`config.mk`:
```
export PLATFORM = sky130hd
export DESIGN_NAME = morse_tx_sequencer
export DESIGN_NICKNAME = d
export VERILOG_FILES = /design/src/rtl/morse_tx_sequencer.sv
export SDC_FILE = /design/constraint.sdc
export NUM_CORES = 1
export LEC_CHECK = 0
export ABC_AREA = 1
export CORE_MARGIN = 3
export CORE_UTILIZATION = 55
export CTS_CLUSTER_SIZE = 30
export DETAILED_ROUTE_END_ITERATION = 10
export GPL_ROUTABILITY_DRIVEN = 1
export GPL_TIMING_DRIVEN = 0
export PLACE_DENSITY = 0.85
export SYNTH_ARGS = -nofsm -noshare
export SYNTH_HDL_FRONTEND = slang
export SYNTH_SLANG_ARGS = --single-unit
```
`constraint.sdc`:
```
create_clock -name i_clk -period 2.6 [get_ports i_clk]
set_input_delay 0.52 -clock i_clk [delete_from_list [all_inputs] [get_ports i_clk]]
set_output_delay 0.52 -clock i_clk [all_outputs]
set_load 0.1 [all_outputs]
```
`src/rtl/morse_tx_sequencer.sv`:
```
// rtl/morse_tx_sequencer.sv - queued Morse character to timed on/off keying sequencer
//
// Purpose: buffers host-written Morse codes in a small FIFO and plays them out
// on o_tone_out with ITU unit timing (dot 1U, dash 3U, element gap 1U,
// character gap 3U, word space 4U on top of the preceding character gap).
//
// Ports:
//   i_clk          system clock
//   i_reset        synchronous active-high reset
//   i_char_valid   host offers i_char_code this cycle
//   i_char_code    [8:6] element count L (0 = word space, 7 illegal), [5:0] pattern, bit0 first, 1 = dash
//   o_char_ready   FIFO not full (forced high while abort is held)
//   i_abort        flush-and-stop request
//   o_tone_out     keying output, 1 = light on
//   o_busy         sequencer active or characters queued
//   o_char_done    one-cycle pulse on the last cycle of a character or space
//   o_fifo_level   number of queued characters
//   o_err_len      sticky: an L=7 code was offered

module morse_tx_sequencer #(
  parameter int UNIT_CYCLES = 12500000,
  parameter int CNT_W       = 26,
  parameter int FIFO_AW     = 2
) (
  input  logic             i_clk,
  input  logic             i_reset,
  input  logic             i_char_valid,
  input  logic [8:0]       i_char_code,
  output logic             o_char_ready,
  input  logic             i_abort,
  output logic             o_tone_out,
  output logic             o_busy,
  output logic             o_char_done,
  output logic [FIFO_AW:0] o_fifo_level,
  output logic             o_err_len
);

  localparam int DEPTH = 1 << FIFO_AW;

  localparam logic [CNT_W-1:0] C_1U = CNT_W'(UNIT_CYCLES - 1);
  localparam logic [CNT_W-1:0] C_3U = CNT_W'(3 * UNIT_CYCLES - 1);
  localparam logic [CNT_W-1:0] C_4U = CNT_W'(4 * UNIT_CYCLES - 1);

  typedef enum logic [2:0] {
    S_IDLE,
    S_ELEM,
    S_EGAP,
    S_CGAP,
    S_WGAP
  } state_t;

  logic [8:0]       r_mem [DEPTH];
  logic [FIFO_AW:0] r_wr_ptr;
  logic [FIFO_AW:0] r_rd_ptr;
  state_t           r_state;
  logic [CNT_W-1:0] r_cnt;
  logic [5:0]       r_shift;
  logic [2:0]       r_remain;
  logic             r_tone;
  logic             r_done;
  logic             r_err;

  logic [FIFO_AW:0] w_level;
  logic             w_full;
  logic             w_empty;
  logic             w_push;
  logic             w_store;
  logic             w_pop;
  logic [8:0]       w_head;

  // Pointers carry one extra bit so full and empty are distinguishable.
  assign w_level = r_wr_ptr - r_rd_ptr;
  assign w_full  = (w_level == (FIFO_AW + 1)'(DEPTH));
  assign w_empty = (w_level == '0);
  assign w_head  = r_mem[r_rd_ptr[FIFO_AW-1:0]];

  // An L=7 code completes the handshake but is never stored.
  assign w_push  = i_char_valid && !w_full && !i_abort;
  assign w_store = w_push && (i_char_code[8:6] != 3'd7);
  assign w_pop   = (r_state == S_IDLE) && !w_empty && !i_abort;

  assign o_char_ready = !w_full || i_abort;
  assign o_busy       = (r_state != S_IDLE) || !w_empty;
  assign o_fifo_level = w_level;
  assign o_tone_out   = r_tone;
  assign o_char_done  = r_done;
  assign o_err_len    = r_err;

  function automatic logic [CNT_W-1:0] elem_len(input logic dash);
    return dash ? C_3U : C_1U;
  endfunction

  always_ff @(posedge i_clk) begin
    if (w_store && !i_reset) begin
      r_mem[r_wr_ptr[FIFO_AW-1:0]] <= i_char_code;
    end
  end

  always_ff @(posedge i_clk) begin
    if (i_reset) begin
      r_wr_ptr <= '0;
      r_rd_ptr <= '0;
      r_state  <= S_IDLE;
      r_cnt    <= '0;
      r_shift  <= '0;
      r_remain <= '0;
      r_tone   <= 1'b0;
      r_done   <= 1'b0;
      r_err    <= 1'b0;
    end else if (i_abort) begin
      r_wr_ptr <= '0;
      r_rd_ptr <= '0;
      r_state  <= S_IDLE;
      r_cnt    <= '0;
      r_tone   <= 1'b0;
      r_done   <= 1'b0;
      r_err    <= 1'b0;
    end else begin
      if (w_store) r_wr_ptr <= r_wr_ptr + (FIFO_AW + 1)'(1);
      if (w_push && (i_char_code[8:6] == 3'd7)) r_err <= 1'b1;
      if (w_pop) r_rd_ptr <= r_rd_ptr + (FIFO_AW + 1)'(1);
      r_done <= 1'b0;

      case (r_state)
        S_IDLE: begin
          if (w_pop) begin
            r_shift  <= w_head[5:0];
            r_remain <= w_head[8:6];
            if (w_head[8:6] == 3'd0) begin
              r_state <= S_WGAP;
              r_cnt   <= C_4U;
            end else begin
              r_state <= S_ELEM;
              r_cnt   <= elem_len(w_head[0]);
              r_tone  <= 1'b1;
            end
          end
        end

        S_ELEM: begin
          if (r_cnt == '0) begin
            r_tone <= 1'b0;
            if (r_remain > 3'd1) begin
              r_state  <= S_EGAP;
              r_cnt    <= C_1U;
              r_remain <= r_remain - 3'd1;
            end else begin
              r_state <= S_CGAP;
              r_cnt   <= C_3U;
            end
          end else begin
            r_cnt <= r_cnt - CNT_W'(1);
          end
        end

        S_EGAP: begin
          if (r_cnt == '0) begin
            // Next element is bit1 of the pattern before the shift lands.
            r_shift <= r_shift >> 1;
            r_state <= S_ELEM;
            r_cnt   <= elem_len(r_shift[1]);
            r_tone  <= 1'b1;
          end else begin
            r_cnt <= r_cnt - CNT_W'(1);
          end
        end

        S_CGAP, S_WGAP: begin
          // Registered pulse: raise it one count early so it lands on the last gap cycle.
          if (r_cnt == CNT_W'(1)) r_done <= 1'b1;
          if (r_cnt == '0) begin
            r_state <= S_IDLE;
          end else begin
            r_cnt <= r_cnt - CNT_W'(1);
          end
        end

        default: r_state <= S_IDLE;
      endcase
    end
  end

endmodule

```
**Yosys cells after proc, flatten, opt, wreduce, memory -nomap -nowiden**

Memories as Yosys holds them, arrays and structs flattened. A register that Yosys moved wholly into a read port is not among the register bits.
Cells that the tools add are included.

- Add/sub/neg operators: 5
- Order comparisons: 1
- Equal/unequal tests: 15
- Muxes and demuxes: 33
- Bitwise logic cells: 2
- Reduce and logical (&&, ||, !) cells: 30

Operators by type and width:

| cell | number |
|---|---|
| $mux 26 | 8 |
| $pmux 26 s4 | 1 |
| $eq 26x1->1 const B | 1 |
| $logic_not 26->1 | 1 |
| $sub 26x1->26 const B | 1 |
| $mux 3 | 8 |
| $ne 2x2->1 const B | 7 |
| $mux 6 | 2 |
| $pmux 3 s4 | 1 |
| $pmux 6 s2 | 1 |
| $reduce_and 5->1 | 2 |
| $eq 3x3->1 const B | 3 |
| $logic_not 3->1 | 3 |
| $mux 1 | 8 |
| $reduce_and 4->1 | 2 |
| $logic_and 1x1->1 | 7 |
| $add 3x1->3 const B | 2 |
| $eq 3x2->1 const B | 2 |
| $pmux 3 s2 | 1 |
| $reduce_bool 3->1 | 2 |
| $logic_not 1->1 | 4 |
| $mux 2 | 2 |
| $reduce_bool 2->1 | 2 |
| $reduce_bool 4->1 | 1 |
| 11 further kinds | 14 |

- Bits in registers: 47
- Memory bits (writable): 36
- Input port bits: 13
- Output and inout port bits: 8
- Logic and storage cells: 96
- Memories kept: 1

Memory list:

| memory | depth | width | rd ports | clocked after Yosys merged registers in | write ports | RTL line | RTL |
|---|---|---|---|---|---|---|---|
| r_mem | 4 | 9 | 1 | 1 | 1 | 52 | `logic [8:0] r_mem [DEPTH];` |

**Logic depth before layout (Yosys ltp)**

Gate-level depths: netlist of the first run.

- Depth after elaboration: 9
- Mapped depth: 16
- Depth with buffers taken out: 15

**Worst setup path after synthesis of the first run**

No wires, ideal clock.

- Kind: register to register
- Start point: register r_wr_ptr[0]
- End point: memory r_mem[3][0] (enable)
- Library setup time: 0.389 ns
- Arrival time: 2.965 ns
- Data required time: 2.211 ns
- Setup slack: -0.754 ns
- Cell stages (with the launch flop): 11
- Path buffers: 0
- Clock period less this slack: 3.354 ns
- Path through: dfxtp_1 -> inv_1 -> ha_1 -> fa_1 -> nand2_1 -> nand2_1 -> nand2_1 -> nand3_1 -> inv_1 -> nand2_1 -> nor3b_1

- Longest elaborated chain between the ends: 9

RTL lines:

| element | RTL line | RTL |
|---|---|---|
| from (decl) | 53 | `logic [FIFO_AW:0] r_wr_ptr;` |
| from (signal assigned) | 119 | `if (w_store) r_wr_ptr <= r_wr_ptr + (FIFO_AW + 1)'(1);` |
| $sub 3x3->3 | 72 | `assign w_level = r_wr_ptr - r_rd_ptr;` |
| net o_fifo_level[2] | 34 | `output logic [FIFO_AW:0] o_fifo_level,` |
| $eq 3x3->1 | 73 | `assign w_full = (w_level == (FIFO_AW + 1)'(DEPTH));` |
| $logic_not 1->1 | 78 | `assign w_push = i_char_valid && !w_full && !i_abort;` |
| $logic_and 1x1->1 (2 in a row) | 78 |  |
| $logic_and 1x1->1 | 79 | `assign w_store = w_push && (i_char_code[8:6] != 3'd7);` |
| $logic_and 1x1->1 | 94 | `if (w_store && !i_reset) begin` |
| $mux 1 | 94 |  |
| $mux 1 (not written as such) | 95 | `r_mem[r_wr_ptr[FIFO_AW-1:0]] <= i_char_code;` |
| to (decl) | 52 |  |

The timed path passes the listed nets, and every way through them passes these cells.

**Worst setup path in the final report of the first run**

- Start point: register r_wr_ptr[0]
- End point: output port o_busy

- Longest elaborated chain between the ends: 4

RTL lines:

| element | RTL line | RTL |
|---|---|---|
| $sub 3x3->3 | 72 |  |
| $logic_not 3->1 | 74 | `assign w_empty = (w_level == '0);` |
| $logic_not 1->1 | 83 | `assign o_busy = (r_state != S_IDLE) \|\| !w_empty;` |
| $logic_or 1x1->1 | 83 |  |
| to (decl) | 32 | `output logic o_busy,` |

Every way passes these cells.

==> results of run 1 <==
==> cell families (layout without fill, tap and decap cells) <==
logic type	count (synthesis)	count (layout)
buffers and inverters	95	137
and+or+nand+nor	342	342
DFF	84	84
adders and majority gates	12	12
xor gates and xnor gates	7	7
AOI/OAI and AO/OA	79	79
==> what timing repair did <==
| item | CTS | global route |
|---|---|---|
| pin swaps | 4 | 0 |
| endpoints found under the setup margin | 41 | 39 |
| setup buffers | 6 | 0 |
| endpoints found under the hold margin | 0 | 0 |
| gates resized for setup | 17 | 9 |
| hold buffers | 0 | 0 |
==> routing by layer <==
layer / global-route usage, % / part of all wire [%] / wire length, um / vias to the layer above
met2: 42.20 / 47 / 5734 / 168
met1: 35.26 / 44 / 5296 / 2015
met4: 8.298 / 2.1 / 257 / 0
li1: - / - / - / 2100
met5: 0 / 0 / 0 / -
met3: 3.963 / 6.6 / 799 / 20
==> final cells by class <==
type | count | area, sq um | share of cell area (%)
clock inverter | 7 | 75.07 | 1.389
inverter | 82 | 312.8 | 5.788
timing repair buffer | 26 | 270.3 | 5.001
buffer | 13 | 91.34 | 1.690
clock buffer | 9 | 123.9 | 2.292
tap | 105 | 131.4 | 2.431
multi-input combinational | 440 | 2356 | 43.60
sequential | 84 | 2043 | 37.81
==> placed cells by master, fill, tap and decap left out, drive strengths merged, types with 4 or more instances in the layout <==
cell type,count
nor3b,4
inv,84
nor2,79
clkbuf,13
dfxtp,48
nand2,159
xor2,5
buf,19
nand4,13
o21ai,42
nand3,70
nor3,8
clkdlybuf4s50,15
ha,11
a21oi,29
edfxtp,36
==> how the worst max path moves through the flow <==
stage                         to  cells past startpoint
finish                    o_busy                      7
global route              o_busy                      7
CTS                       o_busy                      7
detailed placement  o_char_ready                      4
global placement    o_char_ready                      4
floorplan            r_remain[0]                      9
==> through the flow <==
stage	instance area, sq um	TNS [ns]	instances	hold slack (ns)	utilization [%]
after floorplan	4801	-4.515	619	0.4473	-
after global placement	5132	-3.754	744	0.4548	61.84
after detailed placement	5132	-5.792	744	0.4665	61.84
after CTS	5405	-0.1765	766	0.4839	65.13
after global routing	5404	-0.02601	766	0.5346	65.11
final	5404	0	766	0.4950	65.11
==> synth_stat cells, drive strengths merged <==
| cell type | number | area (sq um) |
|---|---|---|
| nand2 | 159 | 649.4 |
| inv | 82 | 312.8 |
| nor2 | 79 | 356.6 |
| nand3 | 70 | 372.9 |
| dfxtp | 48 | 960.9 |
| o21ai | 42 | 229.0 |
| edfxtp | 36 | 1081 |
| a21oi | 29 | 148.9 |
| nand4 | 13 | 96.34 |
| ha | 11 | 137.6 |
| buf | 10 | 80.07 |
| nor3 | 8 | 51.30 |
| xor2 | 5 | 43.79 |
| nor3b | 4 | 30.03 |
| clkbuf | 3 | 11.26 |
| o211ai | 3 | 22.52 |
| and2 | 2 | 12.51 |
| nand3b | 2 | 27.53 |
| xnor2 | 2 | 17.52 |
| a22oi | 1 | 7.510 |
| a31oi | 1 | 6.260 |
| a32o | 1 | 10.01 |
| and3 | 1 | 6.260 |
| fa | 1 | 20.02 |
| nor2b | 1 | 6.260 |
| nor4 | 1 | 6.260 |
| nor4b | 1 | 8.760 |
| o21a | 1 | 7.510 |
| o21bai | 1 | 7.510 |
| or2 | 1 | 6.260 |
==> worst max-delay path, stage by stage (launching register included) <==
cell and delay, ns:
dfxtp_2 0.35, inv_2 0.07, ha_4 0.16, fa_1 0.50
nand2_1 0.07, inv_2 0.08, nand4_1 0.19, buf_6 0.26
==> power groups by stage <==
stage                     logic [mW]  registers, mW  clock network [mW]
after floorplan                 2.36           1.65                   0
after global placement          2.96           1.65                   0
after detailed placement        3.03           1.66                   0
after CTS                       3.04           1.63               0.954
after global routing            3.43           1.65                1.01
final                           3.09           1.64               0.961
==> state kept, by name, indices dropped and copies added (netlist names), named ones only <==
register / flops
r_cnt: 26
o_char_done: 1
r_rd_ptr: 3
r_shift: 5
o_tone_out: 1
r_remain: 3
o_err_len: 1
r_mem: 36
r_state: 3
r_wr_ptr: 3
==> impl_metrics.yaml, run 1 <==
power:
  ir_worst_vdd_mv: 0.6479
  leakagePower_nw: 2.397
  combPwrFrac_pct: 54.3
  power_density_mw_per_mm2: 1053
  net-switching-power_mw: 2.761
  p_seq_share_pct: 28.8
  clkPwrFrac_pct: 16.9
  p_int_mw: 2.930
  power.share.switching_pct: 48.52
  power_mw: 5.692
timing:
  fmax_ghz: 0.3923
  slew_headroom_pct: 34.91
  period_share_pct: 98.03
  finalMaxSlewViolations: 0
  fin_skew_ns: 0.004518
  worst_pin_slew_ns: 0.9732
  fin_crit_ns: 2.549
  fin_ws_ns: 0.05119
  setup_violations: 0
  hold_viol_final: 0
  grt_setup_unrepaired: "yes"
placement:
  portBuffers: 20
  place_hpwl_um: 9022
  place_ws_ns: -0.3901
  place_congestion: 1.001
min_path:
  min_to: "r_cnt[0]"
  worstHoldStart: "r_cnt[0]"
  hold_depth: 1
  min_path_type: "flip-flop to flip-flop"
worst_setup_path:
  cp.arrival_ns: 2.03
  path_class: "flip-flop to output pin"
  worstReg2RegEnd: "r_mem[2][6]"
  cp.required_ns: 2.08
  cp_max_fo: 5
  worst_setup_path_start_kind: "flip-flop"
  end_kind: "output pin"
  rr_startpoint: "r_rd_ptr[0]"
  reg2regPathDepth: 10
  r2r_setup_slack_ns: 0.18
  crit_start: "r_wr_ptr[0]"
synthesis:
  seq_area_frac_synth_pct: 43.13
  synth_cell_type_count: 47
  ys_ff_latch: 84
  synth.area.mux_share_pct: 0
  synthSimpleGateAreaFrac_pct: 34.43
  yosysWarnings: 0
  syn_area_sq_mm: 0.004735
  synth_xor_area_share_pct: 1.295
  avgSynthCellArea_sq_um: 7.649
  synth_top_family_by_area: "simple AND/OR/NAND/NOR gates"
  synth_compound_area_share_pct: 9.276
  syn_nets: 644
  synth_fa_ha_area_share_pct: 3.330
  syn_inst: 619
floorplan:
  die_area_sq_mm: 0.009757
  core_area_sq_mm: 0.008299
  die_h_um: 98.78
  ios: 21
  fp-row-count: 33
  initial_core_util_pct: 57.05
  die_w_um: 98.78
drt:
  vias: 4303
  wire_per_inst_um: 15.78
  drtIter0Drc: 424
  vias_per_cell: 5.617
  dr.pass1.iters: 5
  drc: 0
  ant_nets: 0
  wl_um: 12090
final_layout:
  area_delta_synth_final_pct: 14.14
  drive_above_1_share_pct: 14.98
  num_antenna_cells: 0
  final_nets: 681
  num-fill-cells: 687
run:
  cap_violations: 0
clock_network:
  clock_path_buffers: 2
  cts_tree: "built"
  htree_levels: 3
  clock_sinks: 84
  insertion_delay_ns: 0.36
  root_buffer: "clkbuf_8"
  clkTransAtPathRegs_ns: 0.09
  numCtsBuffers: 9
global_route:
  grt_usage_pct: 25.82
  grt_pass1_vias: 4130
  grt_max_degree: 16
  grt_overflow_total: 0
  grt_pass1_wl_um: 20060
  antenna_found_initial: 0
status:
  status: "complete, no violations"
(Power assumes the default switching activity.)
==> inputs of run 2 (changes only) <==
--- a/config.mk
+++ b/config.mk
@@ -7,12 +7,13 @@
 export LEC_CHECK = 0
 export ABC_AREA = 1
 export CORE_MARGIN = 3
-export CORE_UTILIZATION = 55
+export CORE_UTILIZATION = 35
 export CTS_CLUSTER_SIZE = 30
 export DETAILED_ROUTE_END_ITERATION = 10
 export GPL_ROUTABILITY_DRIVEN = 1
 export GPL_TIMING_DRIVEN = 0
-export PLACE_DENSITY = 0.85
+export PLACE_DENSITY = 0.62
+export SLEW_MARGIN = 30
 export SYNTH_ARGS = -nofsm -noshare
 export SYNTH_HDL_FRONTEND = slang
 export SYNTH_SLANG_ARGS = --single-unit
==> run 2 against run 1 <==
Register-to-register slack better by 0.07 ns; setup slack better by 0.020 ns; global-route usage down 9.2 points; flip-flop and latch count unchanged; count of clock-buffer cells in the layout up 1; routed wire length down 3.3%; clock power up 27%; core utilization down 22 points; sequential share of layout area down 1.1 points; sequential power about the same.
==> impl_metrics.yaml, run 2 (synthesis gave the netlist of run 1 again) <==
worst_setup_path:
  path_class: "flip-flop to output pin"
  slowest_stage: "fa_1"
  cp_top_family: "adder cells"
  worstPathCellList: "inv_2 -> ha_4 -> fa_1 -> nand2_1 -> inv_2 -> nand4_1 -> buf_6"
  crit_buf_inv: 3
  worst_setup_path_start_kind: "flip-flop"
  slowest_delay_ns: 0.50
  end_kind: "output pin"
  cp_common_cell: "inv_2"
  cp_max_fo: 5
  cp.arrival_ns: 2.01
  cp.required_ns: 2.08
power:
  ir_worst_vdd_mv: 0.6689
  power_density_mw_per_mm2: 1062
  leakagePower_nw: 2.426
final_layout:
  mostFrequentLayoutCell: "nand2_1"
  stdcell_count: 832
  drive_above_1_share_pct: 14.85
  num-fill-cells: 1315
  mostFrequentLayoutCells: "nand2_1 (146), nand3_1 (66), nor2_1 (65)"
  largest_reg_flops: 36
  num_antenna_cells: 0
  utilization_pct: 43.07
  final_area_sq_mm: 0.005568
  area_delta_synth_final_pct: 17.60
  final_nets: 680
drt:
  drc: 0
  vias_per_cell: 4.998
  ant_nets: 0
  dr.pass1.iters: 5
  wl_um: 11690
  wire_per_inst_um: 14.05
  vias: 4158
  drtIter0Drc: 286
timing:
  fmax_ghz: 0.3955
  hold_viol_final: 0
  worst_pin_slew_ns: 0.9787
  fin_skew_ns: 0.005075
  slew_headroom_pct: 34.55
  finalMaxSlewViolations: 0
  grt_setup_unrepaired: "yes"
  period_share_pct: 97.24
  fin_crit_ns: 2.528
  setup_violations: 0
placement:
  place_congestion: 0.9139
  place_hpwl_um: 8812
  dp.cells: 811
  place_area_sq_mm: 0.005216
  portBuffers: 20
clock_network:
  clkTransAtPathRegs_ns: 0.06
  htree_levels: 3
  clock_path_buffers: 2
  clock_sinks: 84
  insertion_delay_ns: 0.34
  ctsHoldBuffers: 0
  cts_tree: "built"
  numCtsBuffers: 9
  root_buffer: "clkbuf_16"
floorplan:
  fp-row-count: 41
  ios: 21
  core_area_sq_mm: 0.01293
  initial_core_util_pct: 36.62
  die_h_um: 122.3
  die_area_sq_mm: 0.01496
  die_w_um: 122.3
global_route:
  grt_overflow_total: 0
  grt_usage_pct: 16.60
  antenna_found_initial: 0
  grt_pass1_vias: 3795
  grt_pass1_wl_um: 19420
  grt_max_degree: 17
status:
  status: "complete, no violations"
min_path:
  min_path_type: "flip-flop to flip-flop"
run:
  cap_violations: 0
-- run 2: changes by cell type in the layout (fill, tap and decap cells not counted), sizes merged --
| cell | change |
|---|---|
| clkbuf | +2 |
| bufinv | -1 |
| buf | -3 |
| clkdlybuf4s18 | +1 |
-- run 2: worst reg2reg max path, cell delays in order, from the launching register on --
cell	delay, ns
dfxtp_2	0.35
inv_2	0.07
ha_4	0.16
fa_1	0.46
nand2_1	0.09
inv_2	0.05
nand2_1	0.06
nand3_1	0.08
inv_1	0.10
nand2_2	0.18
nor3b_4	0.29
buf_12	0.17
-- run 2: worst paths after layout --
path	slack (ns)	cells past startpoint	endpoint	start
min	0.48	1	o_err_len	o_err_len
max	0.07	7	o_busy	r_wr_ptr[0]
max reg2reg	0.25	11	r_mem[2][3]	r_wr_ptr[0]
min reg2reg	0.48	1	o_err_len	o_err_len
-- run 2: what timing repair did --
action | in CTS | in global routing
buffers inserted | 5 | 0
gates resized for setup | 17 | 9
setup endpoints to repair | 41 | 40
pin swaps | 4 | 0
-- run 2: stage by stage --
stage | worst slack, ns | power (mW) | setup TNS (ns) | hold WS, ns
6_report | 0.07164 | 5.912 | 0 | 0.4794
5_1_grt | -0.009498 | 6.420 | -0.009498 | 0.5108
4_1_cts | -0.1767 | 5.915 | -0.1767 | 0.4836
3_5_place_dp | -0.4010 | 4.688 | -7.139 | 0.4640
3_3_place_gp | -0.3799 | 4.651 | -5.191 | 0.4560
2_1_floorplan | -0.2745 | 4.002 | -4.515 | 0.4473
-- run 2: report_power, final --
group,leakage [nW],internal [mW],switching (mW)
combinational,1.58,0.979,2.08
sequential,0.715,1.51,0.129
clock,0.135,0.660,0.563
total,2.43,3.14,2.77
-- run 2: area by class of cell --
cell class                 instances  area (sq um)  area share [%]
inverter                          82         312.8           5.618
clock inverter                     6         50.05          0.8989
multi-input combinational        440          2356           42.31
sequential                        84          2043           36.70
buffer                            13         91.34           1.640
timing repair buffer              25         270.3           4.854
clock buffer                      10         229.0           4.112
tap                              172         215.2           3.865
-- run 2: metal layers --
layer	GRT usage [%]	share of wire (%)	wire (um)	vias up
met5	0	0	0	-
met4	5.318	1.5	172	0
met3	3.134	5.2	606	16
met2	26.04	47	5437	118
met1	23.14	47	5473	1916
li1	-	-	-	2108
==> inputs of run 3 (changes only) <==
--- a/config.mk
+++ b/config.mk
@@ -7,12 +7,12 @@
 export LEC_CHECK = 0
 export ABC_AREA = 1
 export CORE_MARGIN = 3
-export CORE_UTILIZATION = 35
+export CORE_UTILIZATION = 47
 export CTS_CLUSTER_SIZE = 30
 export DETAILED_ROUTE_END_ITERATION = 10
 export GPL_ROUTABILITY_DRIVEN = 1
 export GPL_TIMING_DRIVEN = 0
-export PLACE_DENSITY = 0.62
+export PLACE_DENSITY = 0.76
 export SLEW_MARGIN = 30
 export SYNTH_ARGS = -nofsm -noshare
 export SYNTH_HDL_FRONTEND = slang
==> run 3 against run 2 <==
Global-route usage rose by 4.5 points; core utilization up 12 points; critical path depth is the same; clock skew up 0.0039 ns; fmax shrank 0.25%; routed wire length shrank 0.33%; sequential power barely moved; largest cell class unchanged; highest routed layer unchanged.
==> impl_metrics.yaml, run 3 (synthesis gave the netlist of run 1 again) <==
timing:
  period_share_pct: 97.49
  fmax_ghz: 0.3945
  slew_headroom_pct: 35.15
  worst_pin_slew_ns: 0.9698
  hold_viol_final: 0
  fin_crit_ns: 2.535
  fin_hold_ws_ns: 0.4778
  fin_tns_setup_ns: 0
  fin_skew_ns: 0.009005
  setup_violations: 0
  finalMaxSlewViolations: 0
  grt_setup_unrepaired: "yes"
worst_setup_path:
  reg2regPathDepth: 11
  cp_common_cell: "inv_2"
  slowest_delay_ns: 0.50
  cp.arrival_ns: 2.01
  path_class: "flip-flop to output pin"
  worst_setup_path_start_kind: "flip-flop"
  rr_startpoint: "r_wr_ptr[0]"
  worstReg2RegEnd: "r_mem[2][5]"
  cp_top_family: "adder cells"
  crit_start: "r_wr_ptr[0]"
  crit_buf_inv: 3
  cp.required_ns: 2.08
  end_kind: "output pin"
  worstPathCellList: "inv_2 -> ha_4 -> fa_1 -> nand2_1 -> inv_2 -> nand4_1 -> buf_6"
  r2r_setup_slack_ns: 0.17
  slowest_stage: "fa_1"
  cp_max_fo: 5
power:
  power.share.switching_pct: 49.17
  power_density_mw_per_mm2: 1030
  net-switching-power_mw: 2.742
  combPwrFrac_pct: 55.3
  p_int_mw: 2.834
  clkPwrFrac_pct: 15.4
  leakagePower_nw: 2.384
  power_mw: 5.575
  p_seq_share_pct: 29.3
  ir_worst_vdd_mv: 0.7148
global_route:
  grt_max_degree: 16
  grt_usage_pct: 21.13
  grt_overflow_total: 0
  antenna_found_initial: 0
  grt_pass1_vias: 3979
  grt_pass1_wl_um: 18840
min_path:
  min_path_type: "flip-flop to flip-flop"
  hold_depth: 1
  worstHoldStart: "o_err_len"
  min_to: "o_err_len"
final_layout:
  final_nets: 682
  drive_above_1_share_pct: 15.11
  mostFrequentLayoutCell: "nand2_1"
  largest_reg_flops: 36
  area_delta_synth_final_pct: 14.30
  num_antenna_cells: 0
  mostFrequentLayoutCells: "nand2_1 (146), nand3_1 (66), nor2_1 (65)"
clock_network:
  insertion_delay_ns: 0.37
  clock_sinks: 84
  root_buffer: "clkbuf_8"
  clock_path_buffers: 2
  numCtsBuffers: 9
  cts_tree: "built"
  clkTransAtPathRegs_ns: 0.09
  htree_levels: 3
  ctsHoldBuffers: 0
floorplan:
  die_area_sq_mm: 0.01131
  ios: 21
  die_h_um: 106.4
  initial_core_util_pct: 48.44
  die_w_um: 106.4
  fp-row-count: 36
  core_area_sq_mm: 0.009774
drt:
  wl_um: 11650
  ant_nets: 0
  wire_per_inst_um: 14.66
  drtIter0Drc: 255
  drc: 0
  vias: 4309
  vias_per_cell: 5.420
  dr.pass1.iters: 6
placement:
  place_hpwl_um: 8544
  portBuffers: 20
  place_congestion: 0.9477
run:
  cap_violations: 0
status:
  status: "complete, no violations"
[run 3: what timing repair did]
item | 4_1_cts | 5_1_grt
gates resized for setup | 17 | 10
setup endpoints to repair | 41 | 40
pin swaps | 4 | 0
setup buffers | 7 | 0
[run 3: cell type report]
cell class | instances | area, sq um
Buffer | 13 | 91.34
Clock buffer | 10 | 127.6
Clock inverter | 6 | 46.29
Fill cell | 902 | 4363
Inverter | 82 | 312.8
Multi-Input combinational cell | 440 | 2356
Sequential cell | 84 | 2043
Tap cell | 133 | 166.4
Timing Repair Buffer | 27 | 267.8
[run 3: worst max-delay path by stage]
| stage | cells after the start | endpoint |
|---|---|---|
| finish | 7 | o_busy |
| global route | 7 | o_busy |
| CTS | 7 | o_busy |
| detailed placement | 4 | o_char_ready |
| global placement | 4 | o_char_ready |
| floorplan | 9 | r_remain[0] |
[run 3: routing by layer]
metal	track usage, %	wire length, um
met2	34.75	5490
met1	27.32	5095
met4	6.660	144
met3	5.343	921
met5	0	0
[run 3: stage by stage]
step | area [sq um] | util (%) | std cells | worst slack, ns
floorplan | 4801 | - | 619 | -0.2745
global placement | 5167 | 52.87 | 772 | -0.3779
detailed placement | 5167 | 52.87 | 772 | -0.3970
CTS | 5410 | 55.35 | 795 | -0.1888
global route | 5411 | 55.36 | 795 | -0.03077
finish | 5411 | 55.36 | 795 | 0.06537
[run 3: power by group through the flow]
stage / logic, mW / clock network (mW) / registers, mW
6_report: 3.08 / 0.859 / 1.63
5_1_grt: 3.40 / 0.930 / 1.65
4_1_cts: 3.04 / 0.870 / 1.63
3_5_place_dp: 3.02 / 0 / 1.66
3_3_place_gp: 2.96 / 0 / 1.65
2_1_floorplan: 2.36 / 0 / 1.65
